**src/rtl/mdu_div_ctrl_if.sv**
```systemverilog
// Handshake/bus bundle for mdu_div_ctrl: request side from the MDU issue path,
// result side toward the downstream FIFO.
interface mdu_div_ctrl_if #(
    parameter int unsigned ROB_ID_W = 6
);
    logic                valid_i;
    logic                ready_o;
    logic [31:0]         dividend_i;
    logic [31:0]         divisor_i;
    logic                signed_i;
    logic                rem_i;
    logic [ROB_ID_W-1:0] rob_id_i;
    logic                valid_o;
    logic                ready_i;
    logic [31:0]         data_o;
    logic [ROB_ID_W-1:0] rob_id_o;
    logic                busy_o;

    modport slave (
        input  valid_i, dividend_i, divisor_i, signed_i, rem_i, rob_id_i, ready_i,
        output ready_o, valid_o, data_o, rob_id_o, busy_o
    );

    modport master (
        output valid_i, dividend_i, divisor_i, signed_i, rem_i, rob_id_i, ready_i,
        input  ready_o, valid_o, data_o, rob_id_o, busy_o
    );
endinterface

```
**src/rtl/mdu_div_ctrl.sv**
```systemverilog
// Iterative 32-bit radix-2 restoring divider with IDLE/CALC/FIX/DONE sequencing.
// Optional macro DIV_ZERO_BYPASS_EN: a zero divisor skips CALC and goes straight to FIX.
module mdu_div_ctrl #(
    parameter int unsigned ROB_ID_W = 6
) (
    input  logic          clk,
    input  logic          rst_n,
    input  logic          flush,
    mdu_div_ctrl_if.slave bus
);

    typedef enum logic [1:0] {
        IDLE = 2'd0,
        CALC = 2'd1,
        FIX  = 2'd2,
        DONE = 2'd3
    } state_t;

    state_t              state_q,    state_d;
    logic [32:0]         rem_q,      rem_d;
    logic [31:0]         quo_q,      quo_d;
    logic [31:0]         dvs_q,      dvs_d;
    logic [31:0]         dvd_orig_q, dvd_orig_d;
    logic [4:0]          cnt_q,      cnt_d;
    logic                signed_q,   signed_d;
    logic                rem_sel_q,  rem_sel_d;
    logic                dvd_neg_q,  dvd_neg_d;
    logic                dvs_neg_q,  dvs_neg_d;
    logic                div_zero_q, div_zero_d;
    logic [ROB_ID_W-1:0] rob_id_q,   rob_id_d;
    logic [31:0]         data_q,     data_d;
    logic [ROB_ID_W-1:0] rob_out_q,  rob_out_d;

    logic        a_neg, b_neg;
    logic [31:0] a_mag, b_mag;
    logic [33:0] rem_shift, rem_sub;
    logic [31:0] quo_fix, rem_fix;

    always_comb begin
        a_neg = bus.signed_i & bus.dividend_i[31];
        b_neg = bus.signed_i & bus.divisor_i[31];
        a_mag = a_neg ? (~bus.dividend_i + 32'd1) : bus.dividend_i;
        b_mag = b_neg ? (~bus.divisor_i + 32'd1) : bus.divisor_i;

        // Extra top bit of rem_sub acts as the borrow of the trial subtraction.
        rem_shift = {1'b0, rem_q[31:0], quo_q[31]};
        rem_sub   = rem_shift - {2'b00, dvs_q};

        quo_fix = (signed_q & (dvd_neg_q ^ dvs_neg_q)) ? (~quo_q + 32'd1) : quo_q;
        rem_fix = (signed_q & dvd_neg_q) ? (~rem_q[31:0] + 32'd1) : rem_q[31:0];
        if (div_zero_q) begin
            quo_fix = '1;
            rem_fix = dvd_orig_q;
        end

        state_d    = state_q;
        rem_d      = rem_q;
        quo_d      = quo_q;
        dvs_d      = dvs_q;
        dvd_orig_d = dvd_orig_q;
        cnt_d      = cnt_q;
        signed_d   = signed_q;
        rem_sel_d  = rem_sel_q;
        dvd_neg_d  = dvd_neg_q;
        dvs_neg_d  = dvs_neg_q;
        div_zero_d = div_zero_q;
        rob_id_d   = rob_id_q;
        data_d     = data_q;
        rob_out_d  = rob_out_q;

        case (state_q)
            IDLE: begin
                if (bus.valid_i && !flush) begin
                    quo_d      = a_mag;
                    dvs_d      = b_mag;
                    dvd_orig_d = bus.dividend_i;
                    signed_d   = bus.signed_i;
                    rem_sel_d  = bus.rem_i;
                    dvd_neg_d  = a_neg;
                    dvs_neg_d  = b_neg;
                    div_zero_d = (bus.divisor_i == '0);
                    rob_id_d   = bus.rob_id_i;
                    rem_d      = '0;
                    cnt_d      = '0;
`ifdef DIV_ZERO_BYPASS_EN
                    state_d    = (bus.divisor_i == '0) ? FIX : CALC;
`else
                    state_d    = CALC;
`endif
                end
            end
            CALC: begin
                if (!rem_sub[33]) begin
                    rem_d = rem_sub[32:0];
                    quo_d = {quo_q[30:0], 1'b1};
                end else begin
                    rem_d = rem_shift[32:0];
                    quo_d = {quo_q[30:0], 1'b0};
                end
                cnt_d = cnt_q + 5'd1;
                if (cnt_q == 5'd31) begin
                    state_d = FIX;
                end
            end
            FIX: begin
                data_d    = rem_sel_q ? rem_fix : quo_fix;
                rob_out_d = rob_id_q;
                state_d   = DONE;
            end
            DONE: begin
                if (bus.ready_i) begin
                    state_d = IDLE;
                end
            end
            default: state_d = IDLE;
        endcase

        if (flush) begin
            state_d = IDLE;
        end
    end

    always_ff @(posedge clk) begin
        if (!rst_n) begin
            state_q    <= IDLE;
            rem_q      <= '0;
            quo_q      <= '0;
            dvs_q      <= '0;
            dvd_orig_q <= '0;
            cnt_q      <= '0;
            signed_q   <= 1'b0;
            rem_sel_q  <= 1'b0;
            dvd_neg_q  <= 1'b0;
            dvs_neg_q  <= 1'b0;
            div_zero_q <= 1'b0;
            rob_id_q   <= '0;
            data_q     <= '0;
            rob_out_q  <= '0;
        end else begin
            state_q    <= state_d;
            rem_q      <= rem_d;
            quo_q      <= quo_d;
            dvs_q      <= dvs_d;
            dvd_orig_q <= dvd_orig_d;
            cnt_q      <= cnt_d;
            signed_q   <= signed_d;
            rem_sel_q  <= rem_sel_d;
            dvd_neg_q  <= dvd_neg_d;
            dvs_neg_q  <= dvs_neg_d;
            div_zero_q <= div_zero_d;
            rob_id_q   <= rob_id_d;
            data_q     <= data_d;
            rob_out_q  <= rob_out_d;
        end
    end

    assign bus.ready_o  = (state_q == IDLE);
    assign bus.valid_o  = (state_q == DONE);
    assign bus.busy_o   = (state_q != IDLE);
    assign bus.data_o   = data_q;
    assign bus.rob_id_o = rob_out_q;

endmodule

```
**src/flat_wrapper.sv**
```systemverilog
// flat-port wrapper written by rule: the top's interface ports become plain ports
module mdu_div_ctrl_flat 
#(
    parameter int unsigned ROB_ID_W = 6
)
  (clk, rst_n, flush, bus_valid_i, bus_dividend_i, bus_divisor_i, bus_signed_i, bus_rem_i, bus_rob_id_i, bus_ready_i, bus_ready_o, bus_valid_o, bus_data_o, bus_rob_id_o, bus_busy_o);
  mdu_div_ctrl_if #(.ROB_ID_W(ROB_ID_W)) bus_i ();
  input  logic clk;
  input  logic rst_n;
  input  logic flush;
  input wire logic [$bits(bus_i.valid_i)-1:0] bus_valid_i;
  input wire logic [$bits(bus_i.dividend_i)-1:0] bus_dividend_i;
  input wire logic [$bits(bus_i.divisor_i)-1:0] bus_divisor_i;
  input wire logic [$bits(bus_i.signed_i)-1:0] bus_signed_i;
  input wire logic [$bits(bus_i.rem_i)-1:0] bus_rem_i;
  input wire logic [$bits(bus_i.rob_id_i)-1:0] bus_rob_id_i;
  input wire logic [$bits(bus_i.ready_i)-1:0] bus_ready_i;
  output wire logic [$bits(bus_i.ready_o)-1:0] bus_ready_o;
  output wire logic [$bits(bus_i.valid_o)-1:0] bus_valid_o;
  output wire logic [$bits(bus_i.data_o)-1:0] bus_data_o;
  output wire logic [$bits(bus_i.rob_id_o)-1:0] bus_rob_id_o;
  output wire logic [$bits(bus_i.busy_o)-1:0] bus_busy_o;
  assign bus_i.valid_i = bus_valid_i;
  assign bus_i.dividend_i = bus_dividend_i;
  assign bus_i.divisor_i = bus_divisor_i;
  assign bus_i.signed_i = bus_signed_i;
  assign bus_i.rem_i = bus_rem_i;
  assign bus_i.rob_id_i = bus_rob_id_i;
  assign bus_i.ready_i = bus_ready_i;
  assign bus_ready_o = bus_i.ready_o;
  assign bus_valid_o = bus_i.valid_o;
  assign bus_data_o = bus_i.data_o;
  assign bus_rob_id_o = bus_i.rob_id_o;
  assign bus_busy_o = bus_i.busy_o;
  mdu_div_ctrl #(.ROB_ID_W(ROB_ID_W)) u_core (.clk(clk), .rst_n(rst_n), .flush(flush), .bus(bus_i));
endmodule
```
**config.mk**
```make
export PLATFORM = sky130hd
export DESIGN_NAME = mdu_div_ctrl_flat
export DESIGN_NICKNAME = d
export VERILOG_FILES = /design/src/rtl/mdu_div_ctrl_if.sv /design/src/rtl/mdu_div_ctrl.sv /design/src/flat_wrapper.sv
export SDC_FILE = /design/constraint.sdc
export NUM_CORES = 1
export LEC_CHECK = 0
export ABC_AREA = 0
export CAP_MARGIN = 20
export CORE_MARGIN = 5
export CORE_UTILIZATION = 50
export DETAILED_ROUTE_END_ITERATION = 7
export PLACE_DENSITY = 0.82
export SYNTH_ARGS = -nofsm -noshare
export SYNTH_HDL_FRONTEND = slang
export SYNTH_SLANG_ARGS = --single-unit
export TNS_END_PERCENT = 5
```
**constraint.sdc**
```tcl
create_clock -name clk -period 6.6 [get_ports clk]
set_input_delay 1.32 -clock clk [delete_from_list [all_inputs] [get_ports clk]]
set_output_delay 1.32 -clock clk [all_outputs]
set_load 0.1 [all_outputs]
```
# After elaboration in Yosys (flattened, before gate mapping)
# Cells that the tools add are included.
dict set report classes {
  add_sub_neg 6
  mul 0
  div_mod_pow 0
  n_lt_le_gt_ge 0
  eq_ne 7
  shifts 0
  mux 19
  bitwise_logic 10
  n_reduce_logical 10
}
# operator n
set ops {}
lappend ops {{2-to-1 mux 32 bit} 10}
lappend ops {{adder 32 x 1 -> 32 bit, second input constant} 4}
lappend ops {{inverter 32 bit} 4}
lappend ops {{one-hot mux 32 bit (2 select lines)} 2}
lappend ops {{subtractor 33 x 32 -> 34 bit} 1}
lappend ops {{logical NOT 32 bit} 1}
lappend ops {{one-hot mux 5 bit (2 select lines)} 1}
lappend ops {{one-hot mux 2 bit (4 select lines)} 1}
lappend ops {{2-to-1 mux 2 bit} 3}
lappend ops {{adder 5 x 1 -> 5 bit, second input constant} 1}
lappend ops {{== test 5 bit, second input constant} 1}
lappend ops {{2-to-1 mux 5 bit} 1}
lappend ops {{bitwise AND 1 bit} 4}
lappend ops {{== test 2 bit, second input constant} 2}
lappend ops {{inequality test 2 x 1 -> 1 bit, second input constant} 2}
lappend ops {{AND reduction 2 bit} 2}
lappend ops {{nonzero test 2 bit} 2}
lappend ops {{AND reduction 3 bit} 1}
lappend ops {{== test 2 x 1 -> 1 bit, second input constant} 1}
lappend ops {{logical NOT 2 bit} 1}
lappend ops {{inequality test 2 bit, second input constant} 1}
lappend ops {{OR reduction 2 bit} 1}
lappend ops {{logical AND 1 bit} 1}
lappend ops {{logical NOT 1 bit} 1}
lappend ops {{3 further kinds} 3}
dict set report word_totals {
  regBits 184
  latch_bits 0
  ramBits 0
  mem_bits_ro 0
  inputBits 77
  output_inout_bits 41
  wordCells 66
  memories 0
}

# Logic depth before layout (Yosys ltp)
# Gate-level depths: netlist of run 1.
dict set report logic_depth {
  ltp_word 5
  mapped_depth 15
  depth_no_buf 12
}

# Worst setup path after synthesis of run 1
# Ideal clock, no wire load.
dict set report synth_timing {
  path_type {register to register}
  start {reg u_core.state_q[0]}
  end {reg u_core.quo_q[29]}
  setup_time_ps 74
  arrival_ps 3558
  setup_slack_ps 2968
  path_stages_with_launch 11
  synth_period_minus_slack_ps 3632
  cell_sequence {dfxtp_1 -> inv_1 -> ha_1 -> inv_1 -> or3_1 -> clkbuf_1 -> nor2_1 -> clkbuf_1 -> buf_1 -> nand2_1 -> a31oi_1}
}
dict set report synth_via {
  elab_chain_len 3
  word_cells_on_any_way 6
  cone_classes {2 x eq/ne; 1 x mux; 3 x reduce/logical}
}
# element line
set synth_lines {}
lappend synth_lines {{start, declared} mdu_div_ctrl.sv:19} ;# state_t state_q, state_d;
lappend synth_lines {{start signal, assigned} mdu_div_ctrl.sv:140} ;# state_q <= state_d;
lappend synth_lines {{logical NOT 2 bit *} n/a}
lappend synth_lines {{via bus_ready_o} flat_wrapper.sv:18} ;# output wire logic [$bits(bus_i.ready_o)-1:0] bus_ready_o;
lappend synth_lines {{inequality test 2 x 1 -> 1 bit (no line) / nonzero test 2 bit (equally long branches)} n/a}
lappend synth_lines {{AND reduction 2 bit (no line)} n/a}
lappend synth_lines {{end signal, assigned} mdu_div_ctrl.sv:142} ;# quo_q <= quo_d;
lappend synth_lines {{end, declared} mdu_div_ctrl.sv:21} ;# logic [31:0] quo_q, quo_d;
# Mark *: on every way through the listed nets, which the timed path passes. The rest lies on a longest branch.
# A chain may end at the register's enable or synchronous reset.

# Worst setup path after layout of run 1
dict set report layout_timing {
  start {reg u_core.quo_q[31]}
  end {reg u_core.rem_q[26]}
}
dict set report layout_via {
  elab_chain_len 3
}
# element line
set layout_lines {}
lappend layout_lines {{subtractor 33 x 32 -> 34 bit} mdu_div_ctrl.sv:47} ;# rem_sub = rem_shift - {2'b00, dvs_q};
lappend layout_lines {{2-to-1 mux 32 bit} mdu_div_ctrl.sv:93} ;# if (!rem_sub[33]) begin
lappend layout_lines {{one-hot mux 32 bit (2 select lines)} mdu_div_ctrl.sv:71} ;# case (state_q)
lappend layout_lines {{end signal, assigned} mdu_div_ctrl.sv:141} ;# rem_q <= rem_d;
lappend layout_lines {{end, declared} mdu_div_ctrl.sv:20} ;# logic [32:0] rem_q, rem_d;
# No other way between the ends.

==> results_dict.tcl, run 1 <==
set metrics [dict create \
    clk_pin_slew_ns 0.07 \
    grt_setup_unrepaired "false" \
    route.detailed.vias_per_inst 5.985 \
    power-per-cell-area_nw_per_um2 204.7 \
    place_congestion 0.9078 \
    place.port_buffers 117 \
    worst_ir_drop_vdd_mv 0.1617 \
    clock-skew-final_ns 0.01101 \
    post_dp_cell_area_um2 13010 \
    antenna_violating_nets_post_route 0 \
    timing.max_slew.rel_slack_pct 27.98 \
    post_drt_wl_per_cell_um 17.43 \
    standby_leakage_power_nw 5.144 \
    cp_max_stage_cell "o31a_1" \
    fin_hold_ws_ns 0.4398 \
    synthesis.yosys.warnings 0 \
    worst-path-max-fanout 27 \
    timing.setup.tns_ns 0 \
    regToRegSetupSlack_ns 2.76 \
    cts.path.max_buffers 2 \
    nNetsFinal 1755 \
    grt_usage_pct 25.33 \
    max_freq_mhz 260.1 \
    placement_rows 56 \
    antenna-diode-count 0 \
    seq_cells_post_synth 184 \
    synth-main-ff-cell "dfxtp_1" \
    transition_time_at_the_pin_with_the_least_slew_margin_ns 1.080 \
    cts-buffers-inserted 17 \
    floorplan.die.width_um 163.0 \
    post-dp-hpwl_um 24890 \
    drt_first_iter_violations 1164 \
    num_io_pins 118 \
    postSynth.asyncResetShare_pct 0 \
    clock_tree.root_cell "clkbuf_16" \
    critical_path_required_ns 6.93 \
    grt_max_degree 102 \
    core-area_um2 23260 \
    timing.critical_path.to_type "flop" \
    critPathArrivalTime_ns 4.17 \
    route.detailed.drc 0 \
    design_area_um2 13620 \
    cts-htree-levels 4 \
    crit-reg2reg-capture "u_core.rem_q[26]" \
    cts_resized 0 \
    gr-total-overflow 0 \
    hold_bufs_at_cts 0 \
    run_status "finished clean" \
    critPathMaxStageDelay_ns 0.66 \
    num_vias 11773 \
    cts_tree "yes" \
    hold_path_class "reg -> reg" \
    yosys.cell_types.count 67 \
    route.final.wire_length_um 34290 \
    layout.core_utilization_pct 58.56 \
    synth-edff-count 0 \
    mappedNetlistArea_um2 11710 \
    timing_hold_violations_final 0 \
    design.die.area_um2 26580 \
    total_power_consumption_mw 2.788 \
    layout_stage_area_growth_over_the_synthesis_result_pct 16.33 \
    clock_latency_ns 0.44 \
    worst_r2r_startpoint "u_core.quo_q[31]" \
    drt_first_pass_iters 6 \
    syn_nets 1706 \
    cts_setup_buffers 0 \
    slew_viol_final 0 \
    period_minus_slack_ns 3.845 \
    worst_setup_path_start_kind "flop" \
    cts.sinks 184 \
    via_count_of_the_first_global_routing_pass 11259 \
    cpMostUsedCell "and3_1" \
    path_cells "inv_1 > ha_1 > nor2b_2 > o2111ai_1 > a2111oi_2 > nor2_1 > o311a_1 > and3_1 > o31a_1 > and3_1 > a221o_1" \
    timing.max_cap.violations 0 \
    dieHeight_um 163.0 \
    grt_pass1_wl_um 55570 \
    final_layout_size_suffix_gt1_share_pct 3.762 \
    path_class "reg -> reg" \
    crit_start "u_core.quo_q[31]" \
    synthesized_area_per_cell_um2 7.384 \
    min_period_over_period_pct 58.25 \
    start_util_pct 50.34 \
    antenna_violations_before_repair 0 \
    finalSetupViolations 0 \
    worst_setup_path_endpoint "u_core.rem_q[26]" \
    post_synth_inst_count 1586 \
    r2r_cells 11 \
    synth_seq_area_share_pct 31.45 \
]
## Yosys cell counts (8+ instances only)
master      n  share of area (%)
nand2b_1   13               0.69
o22ai_1     9               0.48
buf_2       9               0.38
o221ai_1   19                1.4
nor3_1     24                1.0
dfxtp_1   184                 31
a21boi_0    9               0.58
ha_1       42                4.5
a32oi_1    11               0.82
inv_1      69                2.2
nor2_1    123                3.9
mux2i_1    13                1.1
nand4_1    14               0.75
xor2_1     63                4.7
o21ai_0    60                2.6
buf_1       8               0.26
o31ai_1    20                1.3
nand3_1    84                3.6
and2_1     12               0.64
clkbuf_1   83                2.7
o21ai_1    28                1.2
a31oi_1    26                1.4
nor4_1     15               0.80
a21oi_1   154                6.6
or3_1      12               0.64
o41ai_1    10               0.75
nand2_1   263                8.4
xnor2_1    79                5.9
and3_1      9               0.48
a211oi_1   22                1.4
a21o_1     11               0.71
## layer usage
layer / share of wire [%] / vias to the layer above / global-route usage (%)
li1: - / 5697 / -
met1: 42 / 5508 / 31.71
met2: 49 / 498 / 43.57
met3: 7.3 / 70 / 4.845
met4: 2.5 / 0 / 9.074
met5: 0 / - / 0
## cell families after synthesis
logic type	synth area share (%)
and+or+nand+nor	22.20
AOI/OAI and AO/OA	23.90
DFF	31.45
buffers and inverters	5.865
xor gates and xnor gates	10.62
adders and majority gates	4.658
muxes	1.303
## how the worst min path moves through the flow
stage                                from                    end  slack (ns)  cells past startpoint
finish              u_core.bus.data_o[19]  u_core.bus.data_o[19]        0.44                      2
global placement    u_core.bus.data_o[21]  u_core.bus.data_o[21]        0.43                      2
CTS                 u_core.bus.data_o[19]  u_core.bus.data_o[19]        0.44                      2
global route        u_core.bus.data_o[19]  u_core.bus.data_o[19]        0.47                      2
floorplan           u_core.dvd_orig_q[31]  u_core.dvd_orig_q[31]        0.43                      2
detailed placement  u_core.bus.data_o[19]  u_core.bus.data_o[19]        0.43                      2
## through the flow
stage	instances	setup slack [ns]
5_1_grt	1967	2.561
3_5_place_dp	1935	2.545
3_3_place_gp	1935	2.669
6_report	1967	2.755
4_1_cts	1967	2.767
2_1_floorplan	1586	2.968
## power by group
| part | switching (mW) | internal, mW | leakage [nW] |
|---|---|---|---|
| clock network | 0.507 | 0.588 | 0.306 |
| registers | 0.0357 | 1.15 | 1.50 |
| logic | 0.311 | 0.196 | 3.34 |
## cell usage in the layout, fill, tap and decap left out, types with 42 or more instances in the layout
cell type	Yosys	routed
a21oi_1	154	154
clkdlybuf4s50_1	0	117
dfxtp_1	184	184
ha_1	42	42
inv_1	69	68
nand2_1	263	263
nand3_1	84	84
nor2_1	123	122
o21ai_0	60	60
xnor2_1	79	79
xor2_1	63	63
## area by class of cell
cell class                 count  area [um^2]
clock buffer                  18        439.2
clock inverter                14        176.4
fill                        2119         9639
inverter                      69        260.3
multi-input combinational   1229         7353
sequential                   184         3684
tap                          319        399.1
timing repair buffer         134         1311
## sequential cells by signal (all words and copies together), names as in the netlist
register             count
u_core.bus.data_o       32
u_core.dvd_orig_q       32
u_core.dvs_q            32
u_core.quo_q            32
u_core.rem_q            32
u_core.bus.rob_id_o      6
u_core.rob_id_q          6
u_core.cnt_q             5
u_core.state_q           2
u_core.div_zero_q        1
u_core.dvd_neg_q         1
u_core.dvs_neg_q         1
u_core.rem_sel_q         1
u_core.signed_q          1
## critical path: cells and delay by family (launching register included)
kind | cells | cell delay [ns]
adder cells (fa/ha/maj) | 1 | 0.28
AO/OA/AOI/OAI | 5 | 2.08
flip-flops | 1 | 0.31
AND/OR/NAND/NOR | 4 | 0.90
buffers and inverters | 1 | 0.15
(Power assumes the default switching activity.)
==> run 2, diff against run 1 <==
Settings changed: PLACE_DENSITY 0.82 to 0.85.
Clock period 6.6 ns to 3.3 ns, I/O delays scaled along.
==> results_dict.tcl, run 2 (same netlist as run 1, synthesis figures left out) <==
set metrics [dict create \
    clock_latency_ns 0.44 \
    finalSetupViolations 0 \
    finalNonFillerCells 2006 \
    layout.cells.most_common "nand2_1" \
    drt_first_iter_violations 1144 \
    drt_first_pass_iters 7 \
    worst-path-max-fanout 6 \
    dieHeight_um 163.0 \
    num_vias 11991 \
    critPathBufInv 1 \
    highest-signal-layer "met4" \
    timing.max_cap.violations 0 \
    grt_max_degree 90 \
    total_power_consumption_mw 5.594 \
    post_drt_wl_per_cell_um 17.01 \
    mostFrequentLayoutCells "nand2_1, dfxtp_1, a21oi_1" \
    clock-skew-final_ns 0.01090 \
    grt_usage_pct 25.00 \
    route.final.wire_length_um 34120 \
    post-dp-hpwl_um 25300 \
    cts.sinks 184 \
    timing.critical_path.to_type "flop" \
    floorplan.die.width_um 163.0 \
    area.sequential_um2 3685 \
    nNetsFinal 1794 \
    start_util_pct 50.34 \
    path_cells "inv_1 > fa_1 > nand2b_1 > a21o_1 > nand3_1 > a31oi_1 > o31ai_1 > a311oi_1 > o41ai_1 > xnor2_1 > o21ai_1" \
    cts-htree-levels 4 \
    num_io_pins 118 \
    hold_bufs_at_cts 0 \
    multi_input_comb_area_um2 7387 \
    cts-buffers-inserted 17 \
    slew_viol_final 0 \
    route.detailed.vias_per_inst 5.978 \
    fillers 2060 \
    cp_max_stage_cell "o31ai_1" \
    grt_pass1_wl_um 54650 \
    layout_stage_area_growth_over_the_synthesis_result_pct 18.67 \
    cts_tree "yes" \
    antenna-diode-count 0 \
    antenna_violating_nets_post_route 0 \
    critPathArrivalTime_ns 3.49 \
    timing_hold_violations_final 0 \
    wl_met1_um 13990 \
    detailroute.wirelength.met2_um 16490 \
    antenna_violations_before_repair 0 \
    placement_rows 56 \
    min_period_over_period_pct 95.90 \
    timing.max_slew.rel_slack_pct 34.35 \
    clock_tree.root_cell "clkbuf_16" \
    via_count_of_the_first_global_routing_pass 11143 \
    critPathMaxStageDelay_ns 0.46 \
    power-per-cell-area_nw_per_um2 402.5 \
    period_minus_slack_ns 3.165 \
    final_layout_size_suffix_gt1_share_pct 8.773 \
    hold_path_class "reg -> reg" \
    placedCellCount 1974 \
    run_status "finished clean" \
    design.die.area_um2 26580 \
    transition_time_at_the_pin_with_the_least_slew_margin_ns 0.9823 \
    route.detailed.drc 0 \
    critical_path_required_ns 3.63 \
    cts_resized 0 \
    cts.path.max_buffers 2 \
    gr-total-overflow 0 \
    place_congestion 0.9194 \
    place.port_buffers 117 \
    cpLargestDelayFamily "compound AO/OA/AOI/OAI gates" \
    max_freq_mhz 316.0 \
    met3_wirelength_um 2358 \
    worst_setup_path_start_kind "flop" \
    core-area_um2 23260 \
    standby_leakage_power_nw 5.435 \
    cts_setup_buffers 0 \
    path_class "reg -> reg" \
    clk_pin_slew_ns 0.07 \
    worst_ir_drop_vdd_mv 0.3162 \
]
[run 2: cell count changes in the layout (fill, tap and decap cells not counted), sizes merged]
cell | previous run | this run
buf | 17 | 97
inv | 78 | 76
clkinv | 3 | 2
clkinvlp | 0 | 3
clkdlybuf4s50 | 117 | 76
[run 2: tightest hold or removal path, delay by kind of cell (launching register included)]
kind / cells / cell delay (ns)
flops: 1 / 0.31
simple gates: 2 / 0.09
[run 2: metrics by stage]
| step | setup slack (ns) | util, % | instance area, um^2 | TNS [ns] | hold WS [ns] |
|---|---|---|---|---|---|
| 3_3_place_gp | -0.2039 | 56.95 | 13250 | -0.2039 | 0.4282 |
| 4_1_cts | 0.003525 | 59.60 | 13860 | 0 | 0.4481 |
| 2_1_floorplan | 0.1415 | - | 11710 | 0 | 0.4312 |
| 5_1_grt | -0.03249 | 59.75 | 13900 | -0.06441 | 0.4803 |
| 3_5_place_dp | -0.2335 | 56.95 | 13250 | -0.2335 | 0.4369 |
| 6_report | 0.1354 | 59.75 | 13900 | 0 | 0.4444 |
[run 2: layout make-up]
cell class / instances / share of cell area (%)
well taps: 319 / 2.872
multi-input cells: 1229 / 53.15
inverters: 69 / 1.873
flip-flops and latches: 184 / 26.51
repair buffers: 173 / 11.16
clock inverters: 14 / 1.269
clock buffers: 18 / 3.160
[run 2: path summary, 6_finish.rpt]
kind | start | end | slack, ns | depth (start not counted)
setup / recovery | u_core.rem_q[0] | u_core.rem_q[30] | 0.14 | 11
hold / removal | u_core.bus.data_o[19] | u_core.bus.data_o[19] | 0.44 | 2
setup reg to reg | u_core.rem_q[0] | u_core.rem_q[30] | 0.14 | 11
hold reg to reg | u_core.bus.data_o[19] | u_core.bus.data_o[19] | 0.44 | 2
[run 2: report_power, final]
| part | switching, mW | internal, mW |
|---|---|---|
| combinational | 0.632 | 0.423 |
| sequential | 0.0721 | 2.30 |
| clock | 0.991 | 1.17 |
[run 2: layer usage]
metal  GRT usage [%]  up-vias
met5               0        -
met3           4.845       89
met1           30.92     5654
li1                -     5779
met2           42.45      469
met4           10.87        0
==> run 3, diff against run 2 <==
Settings changed: CAP_MARGIN 20 to unset, HOLD_SLACK_MARGIN set to 0.12.
==> results of run 3 <==
Same layout as run 2: the final DEF is identical, and so are final timing and power.
